### config.mk
export PLATFORM = sky130hd
export DESIGN_NAME = tx_packet_scheduler
export DESIGN_NICKNAME = d
export VERILOG_FILES = /design/src/rtl/tx_packet_scheduler.sv
export SDC_FILE = /design/constraint.sdc
export NUM_CORES = 1
export LEC_CHECK = 0
export ABC_AREA = 1
export CAP_MARGIN = 20
export CORE_MARGIN = 1.5
export CORE_UTILIZATION = 37
export CTS_CLUSTER_SIZE = 24
export DETAILED_ROUTE_END_ITERATION = 7
export PLACE_DENSITY = 0.77
export SLEW_MARGIN = 40
export SYNTH_ARGS = -nofsm -noshare
export SYNTH_HDL_FRONTEND = slang
export SYNTH_SLANG_ARGS = --single-unit
### constraint.sdc
create_clock -name clk_i -period 1.3 [get_ports clk_i]
set_input_delay 0.39 -clock clk_i [delete_from_list [all_inputs] [get_ports clk_i]]
set_output_delay 0.39 -clock clk_i [all_outputs]
set_load 0.05 [all_outputs]
### src/rtl/tx_packet_scheduler.sv
// Symbol-lane scheduler: round-robin TLP/DLLP byte arbitration behind a single output register.
// Define TX_SCHED_SKP_INSERT_EN to build periodic SKP ordered-set insertion (COM + SKP_COUNT x SKP).
module tx_packet_scheduler #(
  parameter int unsigned SKP_INTERVAL = 1180,
  parameter int unsigned SKP_COUNT    = 3
) (
  input  logic       clk_i,
  input  logic       rst_i,
  input  logic [7:0] tlp_data_i,
  input  logic       tlp_valid_i,
  input  logic       tlp_last_i,
  output logic       tlp_ready_o,
  input  logic [7:0] dllp_data_i,
  input  logic       dllp_valid_i,
  input  logic       dllp_last_i,
  output logic       dllp_ready_o,
  output logic [7:0] data_frame_o,
  output logic       data_frame_valid_o,
  output logic       is_special_k_o,
  output logic       bypass_scrambler_o,
  input  logic       ds_ready_i
);

  if (SKP_INTERVAL < 8 || SKP_INTERVAL > 65535 || SKP_COUNT < 1 || SKP_COUNT > 5) begin : g_bad_cfg
    $error("tx_packet_scheduler: SKP_INTERVAL or SKP_COUNT out of range");
  end

`ifdef TX_SCHED_SKP_INSERT_EN
  typedef enum logic [1:0] {IDLE, TLP, DLLP, SKP} state_t;
`else
  typedef enum logic [1:0] {IDLE, TLP, DLLP} state_t;
`endif

  state_t     state, state_nxt;
  logic       last_tlp, last_tlp_nxt;  // 1: TLP held the most recent grant
  logic [7:0] frame_q;
  logic       frame_valid_q;
  logic       can_load;
  logic       load;
  logic [7:0] load_data;

  assign can_load = !frame_valid_q || ds_ready_i;

`ifdef TX_SCHED_SKP_INSERT_EN
  localparam logic [15:0] CNT_LAST = 16'(SKP_INTERVAL - 1);
  localparam logic [2:0]  SKP_LAST = 3'(SKP_COUNT);

  logic [15:0] sym_cnt;
  logic        skp_pending;
  logic [2:0]  skp_idx;
  logic        k_q;
  logic        load_k;
  logic        skp_done;
  logic        data_xfer;
  logic        wrap;
  logic        skp_due;

  // K symbols only ever come from the SKP state, so k_q marks symbols excluded from the count
  assign data_xfer = frame_valid_q && ds_ready_i && !k_q;
  assign wrap      = data_xfer && (sym_cnt == CNT_LAST);
  assign skp_due   = skp_pending || wrap;
`endif

  always_comb begin
    state_nxt    = state;
    last_tlp_nxt = last_tlp;
    tlp_ready_o  = 1'b0;
    dllp_ready_o = 1'b0;
    load         = 1'b0;
    load_data    = 8'h00;
`ifdef TX_SCHED_SKP_INSERT_EN
    load_k       = 1'b0;
    skp_done     = 1'b0;
`endif
    case (state)
      IDLE: begin
`ifdef TX_SCHED_SKP_INSERT_EN
        if (skp_due) state_nxt = SKP;
        else
`endif
        if (tlp_valid_i && (!dllp_valid_i || !last_tlp)) begin
          state_nxt    = TLP;
          last_tlp_nxt = 1'b1;
        end else if (dllp_valid_i) begin
          state_nxt    = DLLP;
          last_tlp_nxt = 1'b0;
        end
      end
      TLP: begin
        tlp_ready_o = can_load;
        if (tlp_valid_i && can_load) begin
          load      = 1'b1;
          load_data = tlp_data_i;
          if (tlp_last_i) state_nxt = IDLE;
        end
      end
      DLLP: begin
        dllp_ready_o = can_load;
        if (dllp_valid_i && can_load) begin
          load      = 1'b1;
          load_data = dllp_data_i;
          if (dllp_last_i) state_nxt = IDLE;
        end
      end
`ifdef TX_SCHED_SKP_INSERT_EN
      SKP: begin
        if (can_load) begin
          load      = 1'b1;
          load_k    = 1'b1;
          load_data = (skp_idx == 3'd0) ? 8'hBC : 8'h1C;
          if (skp_idx == SKP_LAST) begin
            skp_done  = 1'b1;
            state_nxt = IDLE;
          end
        end
      end
`endif
      default: state_nxt = IDLE;
    endcase
  end

  always_ff @(posedge clk_i or posedge rst_i) begin
    if (rst_i) begin
      state         <= IDLE;
      last_tlp      <= 1'b0;
      frame_q       <= 8'h00;
      frame_valid_q <= 1'b0;
    end else begin
      state    <= state_nxt;
      last_tlp <= last_tlp_nxt;
      if (load) begin
        frame_q       <= load_data;
        frame_valid_q <= 1'b1;
      end else if (ds_ready_i) begin
        frame_valid_q <= 1'b0;
      end
    end
  end

`ifdef TX_SCHED_SKP_INSERT_EN
  always_ff @(posedge clk_i or posedge rst_i) begin
    if (rst_i) begin
      k_q         <= 1'b0;
      sym_cnt     <= 16'd0;
      skp_pending <= 1'b0;
      skp_idx     <= 3'd0;
    end else begin
      if (load) k_q <= load_k;
      else if (ds_ready_i) k_q <= 1'b0;
      if (load && state == SKP) skp_idx <= skp_done ? 3'd0 : skp_idx + 3'd1;
      if (skp_done) skp_pending <= 1'b0;
      // a wrap while a request is already pending simply re-sets the same flag
      if (data_xfer) begin
        if (wrap) begin
          sym_cnt     <= 16'd0;
          skp_pending <= 1'b1;
        end else begin
          sym_cnt <= sym_cnt + 16'd1;
        end
      end
    end
  end

  assign is_special_k_o     = k_q;
  assign bypass_scrambler_o = k_q;
`else
  assign is_special_k_o     = 1'b0;
  assign bypass_scrambler_o = 1'b0;
`endif

  assign data_frame_o       = frame_q;
  assign data_frame_valid_o = frame_valid_q;

endmodule

After elaboration in Yosys (flattened, before gate mapping):

Index checks and enable logic that the tools add are counted.

* word-level logic and storage cells: 43
* input bits: 23
* flip-flop bits (word level): 12
* output and inout port bits: 13

* muxes and demuxes: 19
* equal/unequal tests: 7
* reduce and logical (&&, ||, !) cells: 13

Operators with widths (count)
* $mux W8: 2
* $pmux W8 S2: 1
* $mux W2: 6
* $mux W1: 8
* $ne A2 B2 Y1 const B: 4
* $pmux W2 S3: 1
* $reduce_and A5 Y1: 1
* $reduce_bool A2 Y1: 2
* $logic_and A1 B1 Y1: 3
* $logic_not A1 Y1: 3
* $ne A3 B3 Y1 const B: 1
* $eq A2 B1 Y1 const B: 1
* $eq A2 B2 Y1 const B: 1
* $logic_not A2 Y1: 1
* $logic_or A1 B1 Y1: 2
* $pmux W1 S2: 1
* $reduce_and A2 Y1: 1

Logic depth before layout (Yosys ltp):

Gate-level depths: netlist (run 1).

* word-level depth: 6
* gate-level depth with buffers: 8
* mapped depth without buffers: 7

Worst setup path after synthesis (run 1):

OpenSTA, ideal clock, no wires.

* path kind: reg-to-output
* from: register frame_valid_q, in the netlist data_frame_valid_o
* to: output port dllp_ready_o
* stages on the path, launching flop included: 5
* path buffers: 1
* required time: 0.910 ns
* data arrival time: 1.584 ns
* setup slack: -0.674 ns
* cells stage by stage: dfrtp_1 nand2_4 buf_4 inv_1 nor2_1

* cells in the longest elaborated chain, start to end: 3

Ends and longest elaborated chain
* from (decl): RTL line 37 `logic frame_valid_q;`
* from (signal assigned): RTL line 127 `frame_valid_q <= 1'b0;`
* from (signal assigned): RTL line 133 `frame_valid_q <= 1'b1;`
* from (signal assigned): RTL line 135 `frame_valid_q <= 1'b0;`
* $logic_not A1 Y1: RTL line 42 `assign can_load = !frame_valid_q || ds_ready_i;`
* $logic_or A1 B1 Y1: RTL line 42
* $mux W1: RTL line 75 `case (state)`
* to (decl): RTL line 16 `output logic dllp_ready_o,`

No other way between the ends.

Worst setup path after layout (run 1):

* from: register state[1]
* to: output port tlp_ready_o

* cells in the longest elaborated chain, start to end: 2

Ends and longest elaborated chain
* from (decl): RTL line 34 `state_t state, state_nxt;`
* from (signal assigned): RTL line 129 `state <= state_nxt;`
* $eq A2 B1 Y1: RTL line 75
* $mux W1: RTL line 75
* to (decl): RTL line 12 `output logic tlp_ready_o,`

No other way between the ends.

==> impl_metrics.tcl, run 1 <==
set metrics [dict create \
    ios 36 \
    synth_compound_area_share_pct 1.791 \
    finClkSkew_ps 1.000 \
    postSynthAreaPerCell_um2 7.419 \
    leakagePower_nw 0.8120 \
    power_density_nw_per_um2 2411 \
    critPathBufInv 3 \
    finalCriticalPeriod_ps 1602 \
    seqPwrFrac_pct 18.7 \
    dieArea_um2 2560 \
    grt_pass1_wl_um 4222 \
    drt_iter0_markers 30 \
    synth_top_area_cell "dfrtp_1" \
    hold_buffers 0 \
    power.clock.fraction_pct 7.7 \
    max_freq_ghz 0.6244 \
    synth_cell_types 18 \
    cts_root_buffer "clkbuf_4" \
    grt_antenna_before_repair 0 \
    die_h_um 50.60 \
    cts_num_sinks 12 \
    cp-end-kind "output pin" \
    clk_latency_ps 270 \
    routed_wl_um 2839 \
    r2r_cells 9 \
    muxShareOfSynthArea_pct 0 \
    wl_per_cell_um 14.79 \
    setup_slack_ps -301.6 \
    post-dp-hpwl_um 1842 \
    vias 973 \
    fp.dieW_um 50.60 \
    netlist_top_cells_area "dfrtp_1 (36%), nand2_1 (19%), nand4_1 (13%)" \
    status "finished, violations left" \
    track_usage_pct 22.27 \
    cts_buffers 3 \
    ir_worst_vdd_mv 1.653 \
    period_share_pct 123.2 \
    path_delay_family "flip-flops" \
    row_count 17 \
    p_int_w 0.002134 \
    failed_checks "setup timing" \
    p_switching_w 0.001839 \
    p_sw_share_pct 46.29 \
    critPathKind "flip-flop to output pin" \
    clk_pin_slew_worst_paths_ps 80 \
    hp-class "input port to async pin" \
    cts_tree "built" \
    crit_required_ps 910 \
    layout.cells.non_filler 192 \
    hold_violations 0 \
    hold_ws_ps 400.1 \
    portBuffers 33 \
    worstReg2RegEnd "data_frame_o[1]" \
    synth-simple-area-share_pct 44.48 \
    p_comb_share_pct 73.6 \
    start_util_pct 38.64 \
    drv_slew 0 \
    synth_edf_count 0 \
    num_antenna_cells 0 \
    core_area_um2 2170 \
    r2r-start "state[1]" \
    yosysMostFrequentCell "nand2_1" \
    crit_chain "inv_2 > ha_4 > inv_2 > nor2_4 > buf_12" \
    overflow 0 \
    cpMostUsedCell "inv_2" \
    fillers 145 \
    worst_setup_path_start_kind "flip-flop" \
    grt_pass1_vias 933 \
    finalSetupViolations 13 \
    cts_buffer_depth 2 \
    synthArstFlopShare_pct 100.0 \
    slowest_stage "dfrtp_1" \
    synth-adder-area-share_pct 4.478 \
    cp_max_fo 3 \
    ys_ff_latch 12 \
    synth_xor_area_share_pct 0 \
    grt_max_degree 18 \
    area_growth_pct 96.57 \
    synth.top_cell.area_share_pct 35.82 \
    synth_top_family_by_area "simple AND/OR/NAND/NOR gates" \
    placed_cells 180 \
    post_route_cells_drive_above_1_share_pct 46.34 \
    drc 0 \
    rsz0062_at_grt "yes" \
    synth_ff_type "dfrtp_1" \
    syn-instance-count 113 \
    maxCapViolations 0 \
    ctsHtreeMaxLevel 1 \
    gp_congestion 0.9176 \
    fin_nets 191 \
    ys_seq_area_share_pct 35.82 \
    dr.pass1.iters 4 \
    via_per_inst 5.068 \
    critical_path.max_stage_delay_ps 420 \
    syn_area_um2 838.3 \
    antenna_left 0 \
    ys_top_cells_by_count "nand2_1 (42), nand4_1 (18), dfrtp_1 (12), inv_1 (9), nand2_2 (5)" \
    crit_arrival_ps 1210 \
    ff2ff_setup_slack_ps -200 \
    ys.warnings.count 0 \
]
metal layers:
layer | wire length (µm) | vias up | GRT usage [%]
met4 | 59 | 0 | 7.207
met5 | 0 | - | 0
li1 | - | 469 | -
met3 | 134 | 8 | 3.869
met1 | 1124 | 456 | 26.21
met2 | 1520 | 40 | 40.57
timing repair:
item | CTS | global route
gates cloned | 1 | 1
buffers inserted | 8 | 4
pin swaps | 5 | 17
setup endpoints to repair | 13 | 15
gates resized for setup | 17 | 28
placed cells by master, fill, tap and decap left out, drive strengths merged:
cell type,instances
dfrtp,12
nand3,3
nand2,51
clkbuf,5
nor2,4
clkdlybuf4s50,20
conb,2
inv,10
dlygate4sd2,1
ha,3
a21oi,1
dlymetal6s2s,1
nand4,18
o21ai,2
buf,31
final cells by class:
type                    count  area (µm²)  share of cell area [%]
clock buffers               4       36.28                   2.202
multi-input cells          84       570.5                   34.62
flip-flops and latches     12       302.8                   18.38
well taps                  28       35.03                   2.126
repair buffers             54       663.1                   40.24
inverters                  10       40.04                   2.430
worst min-delay path, delay by kind of cell:
| family | cells | cell delay (ps) |
|---|---|---|
| buf+inv | 3 | 650 |
cell families (layout without fill, tap and decap cells):
kind of cell,after synthesis,in the layout
buffers and inverters,19,68
adder cells (fa/ha/maj),3,3
other,1,2
flip-flops,12,12
AND/OR/NAND/NOR,75,76
AO/OA/AOI/OAI,3,3
worst max path at each step:
stage,slack [ps],endpoint,start,cells after the start
after global routing,-360,tlp_ready_o,state[1],5
after detailed placement,-390,tlp_ready_o,ds_ready_i,6
final,-300,tlp_ready_o,state[1],5
after CTS,-350,tlp_ready_o,state[1],5
after floorplan,-160,dllp_ready_o,data_frame_valid_o,4
after global placement,-370,tlp_ready_o,ds_ready_i,6
registers in the layout (all words and copies together), names as in the netlist:
register / count
data_frame_o: 8
state: 2
data_frame_valid_o: 1
last_tlp: 1
power by group through the flow:
stage | Clock (W) | Sequential [W] | Combinational [W]
after floorplan | 0 | 0.00108 | 0.000837
after global placement | 0 | 0.000714 | 0.00220
after detailed placement | 0 | 0.000726 | 0.00226
after CTS | 0.000312 | 0.000719 | 0.00257
after global routing | 0.000329 | 0.000765 | 0.00307
final | 0.000307 | 0.000743 | 0.00292
per-stage QoR:
step	area (µm²)	utilization [%]	TNS, ps	total power [W]	setup WS, ps
2_1_floorplan	875.8	-	-324.9	0.001915	-162.5
3_3_place_gp	1385	63.84	-4447	0.002917	-366.0
3_5_place_dp	1385	63.84	-4734	0.002987	-388.2
4_1_cts	1523	70.18	-1367	0.003603	-352.0
5_1_grt	1648	75.95	-2760	0.004168	-363.7
6_report	1648	75.95	-1978	0.003973	-301.6
(Power assumes the default switching activity.)
==> run 2: changes to the inputs <==
CORE_UTILIZATION = 55   (was 37)
DONT_BUFFER_PORTS = 1   (was unset)
PLACE_DENSITY = 0.73   (was 0.77)
clock period = 1.6 ns   (was 1.3 ns; I/O delays follow)
==> impl_metrics.tcl, run 2 (synthesis results as in run 1) <==
set metrics [dict create \
    placed_cells 128 \
    period_share_pct 108.2 \
    critical_path.max_stage_delay_ps 440 \
    failed_checks "setup timing" \
    row_count 13 \
    post-dp-hpwl_um 1280 \
    portBuffers 0 \
    num_antenna_cells 0 \
    finalCriticalPeriod_ps 1731 \
    cp-end-kind "output pin" \
    post_dp_cell_area_um2 890.9 \
    cts_root_buffer "clkbuf_4" \
    hold_violations 0 \
    power.clock.fraction_pct 11.4 \
    clk_pin_slew_worst_paths_ps 80 \
    grt_max_degree 15 \
    area_growth_pct 16.27 \
    routed_wl_um 1886 \
    ctsHtreeMaxLevel 1 \
    grt_antenna_before_repair 0 \
    worst_setup_path_start_kind "flip-flop" \
    rsz0062_at_grt "yes" \
    cpMostUsedCell "inv_2" \
    overflow 0 \
    setup_slack_ps -131.0 \
    finClkSkew_ps 4.890 \
    status "finished, violations left" \
    crit_chain "inv_2 > ha_4 > inv_2 > nor2_4 > buf_12" \
    cts_num_sinks 12 \
    seqPwrFrac_pct 40.1 \
    post_route_cells_drive_above_1_share_pct 30.00 \
    mostFrequentLayoutCell "nand2_1" \
    p_int_w 0.0009863 \
    core_area_um2 1366 \
    die_h_um 42.04 \
    ir_worst_vdd_mv 1.213 \
    fp.dieW_um 42.04 \
    dr.pass1.iters 4 \
    antenna_left 0 \
    final_cell_mix "nand2_1 (42), nand4_1 (18), dfrtp_1 (11)" \
    power_density_nw_per_um2 2182 \
    max_freq_ghz 0.5777 \
    grt_pass1_vias 709 \
    fin_nets 147 \
    cts_buffer_depth 2 \
    ios 36 \
    hp-class "input port to async pin" \
    crit_required_ps 1120 \
    drc 0 \
    layout.cells.non_filler 135 \
    track_usage_pct 22.44 \
    cts_buffers 3 \
    slowest_stage "dfrtp_1" \
    start_util_pct 61.36 \
    final_area_um2 974.7 \
    gp_congestion 0.7764 \
    vias 780 \
    largest_reg_flops 8 \
    p_switching_w 0.001140 \
    hold_ws_ps 91.90 \
    cp_max_fo 3 \
    p_comb_share_pct 48.6 \
    drv_slew 0 \
    cts_tree "built" \
    leakagePower_nw 0.5324 \
    dieArea_um2 1767 \
    crit_arrival_ps 1250 \
    drt_iter0_markers 18 \
    critPathKind "flip-flop to output pin" \
    grt_pass1_wl_um 3091 \
    maxCapViolations 0 \
    via_per_inst 5.778 \
    p_sw_share_pct 53.62 \
    clk_latency_ps 280 \
    finalSetupViolations 2 \
    wl_per_cell_um 13.97 \
]
[run 2: layout make-up]
class | count | area (µm²)
Inverter | 10 | 37.54
Sequential cell | 12 | 301.5
Multi-Input combinational cell | 83 | 473.0
Tap cell | 15 | 18.77
Timing Repair Buffer | 11 | 107.6
Clock buffer | 4 | 36.28
Fill cell | 121 | 391.6
[run 2: metal layers]
| layer | routed length, µm | GRT usage, % |
|---|---|---|
| met4 | 7 | 3.750 |
| met3 | 192 | 7.759 |
| met5 | 0 | 0 |
| met2 | 858 | 34.69 |
| met1 | 828 | 31.13 |
[run 2: through the flow]
| step | power (W) | utilization, % | TNS (ps) | setup slack [ps] |
|---|---|---|---|---|
| 2_1_floorplan | 0.001529 | - | 0 | 10.67 |
| 3_3_place_gp | 0.001763 | 65.20 | 0 | 198.8 |
| 3_5_place_dp | 0.001785 | 65.20 | 0 | 176.2 |
| 4_1_cts | 0.002053 | 68.41 | -227.6 | -114.1 |
| 5_1_grt | 0.002275 | 71.34 | -323.2 | -191.1 |
| 6_report | 0.002127 | 71.34 | -207.7 | -131.0 |
[run 2: power by group through the flow]
stage | Clock (W) | Sequential [W] | Combinational [W]
2_1_floorplan | 0 | 0.000876 | 0.000653
5_1_grt | 0.000270 | 0.000868 | 0.00114
3_5_place_dp | 0 | 0.000854 | 0.000931
6_report | 0.000242 | 0.000852 | 0.00103
3_3_place_gp | 0 | 0.000848 | 0.000915
4_1_cts | 0.000251 | 0.000847 | 0.000954
[run 2: worst max-delay path: cells and delay by family, from the launching register on]
kind	cells	cell delay, ps
buf+inv	3	290
simple gates	1	110
flops	1	440
fa+ha+maj	1	140
[run 2: what timing repair did]
item / CTS / global route
hold buffers: 0 / 0
pin swaps: 0 / 3
endpoints found under the setup margin: 2 / 2
resized for setup: 1 / 7
buffers inserted: 1 / 2
[run 2: path summary, 6_finish.rpt]
kind / from / end / slack, ps / cells after the start
min in group clk_i: tlp_valid_i / last_tlp / 390 / 2
max in group asynchronous: rst_i / data_frame_valid_o / 1160 / 1
worst min-delay path: rst_i / data_frame_o[7] / 90 / 1
worst max register to register: state[0] / data_frame_o[1] / 130 / 6
worst min register to register: last_tlp / last_tlp / 510 / 2
worst max-delay path: state[0] / dllp_ready_o / -130 / 5
==> run 3: changes to the inputs <==
CTS_CLUSTER_DIAMETER = 50   (was unset)
==> results of run 3 <==
Final layout, timing and power as in run 2 (identical DEF).
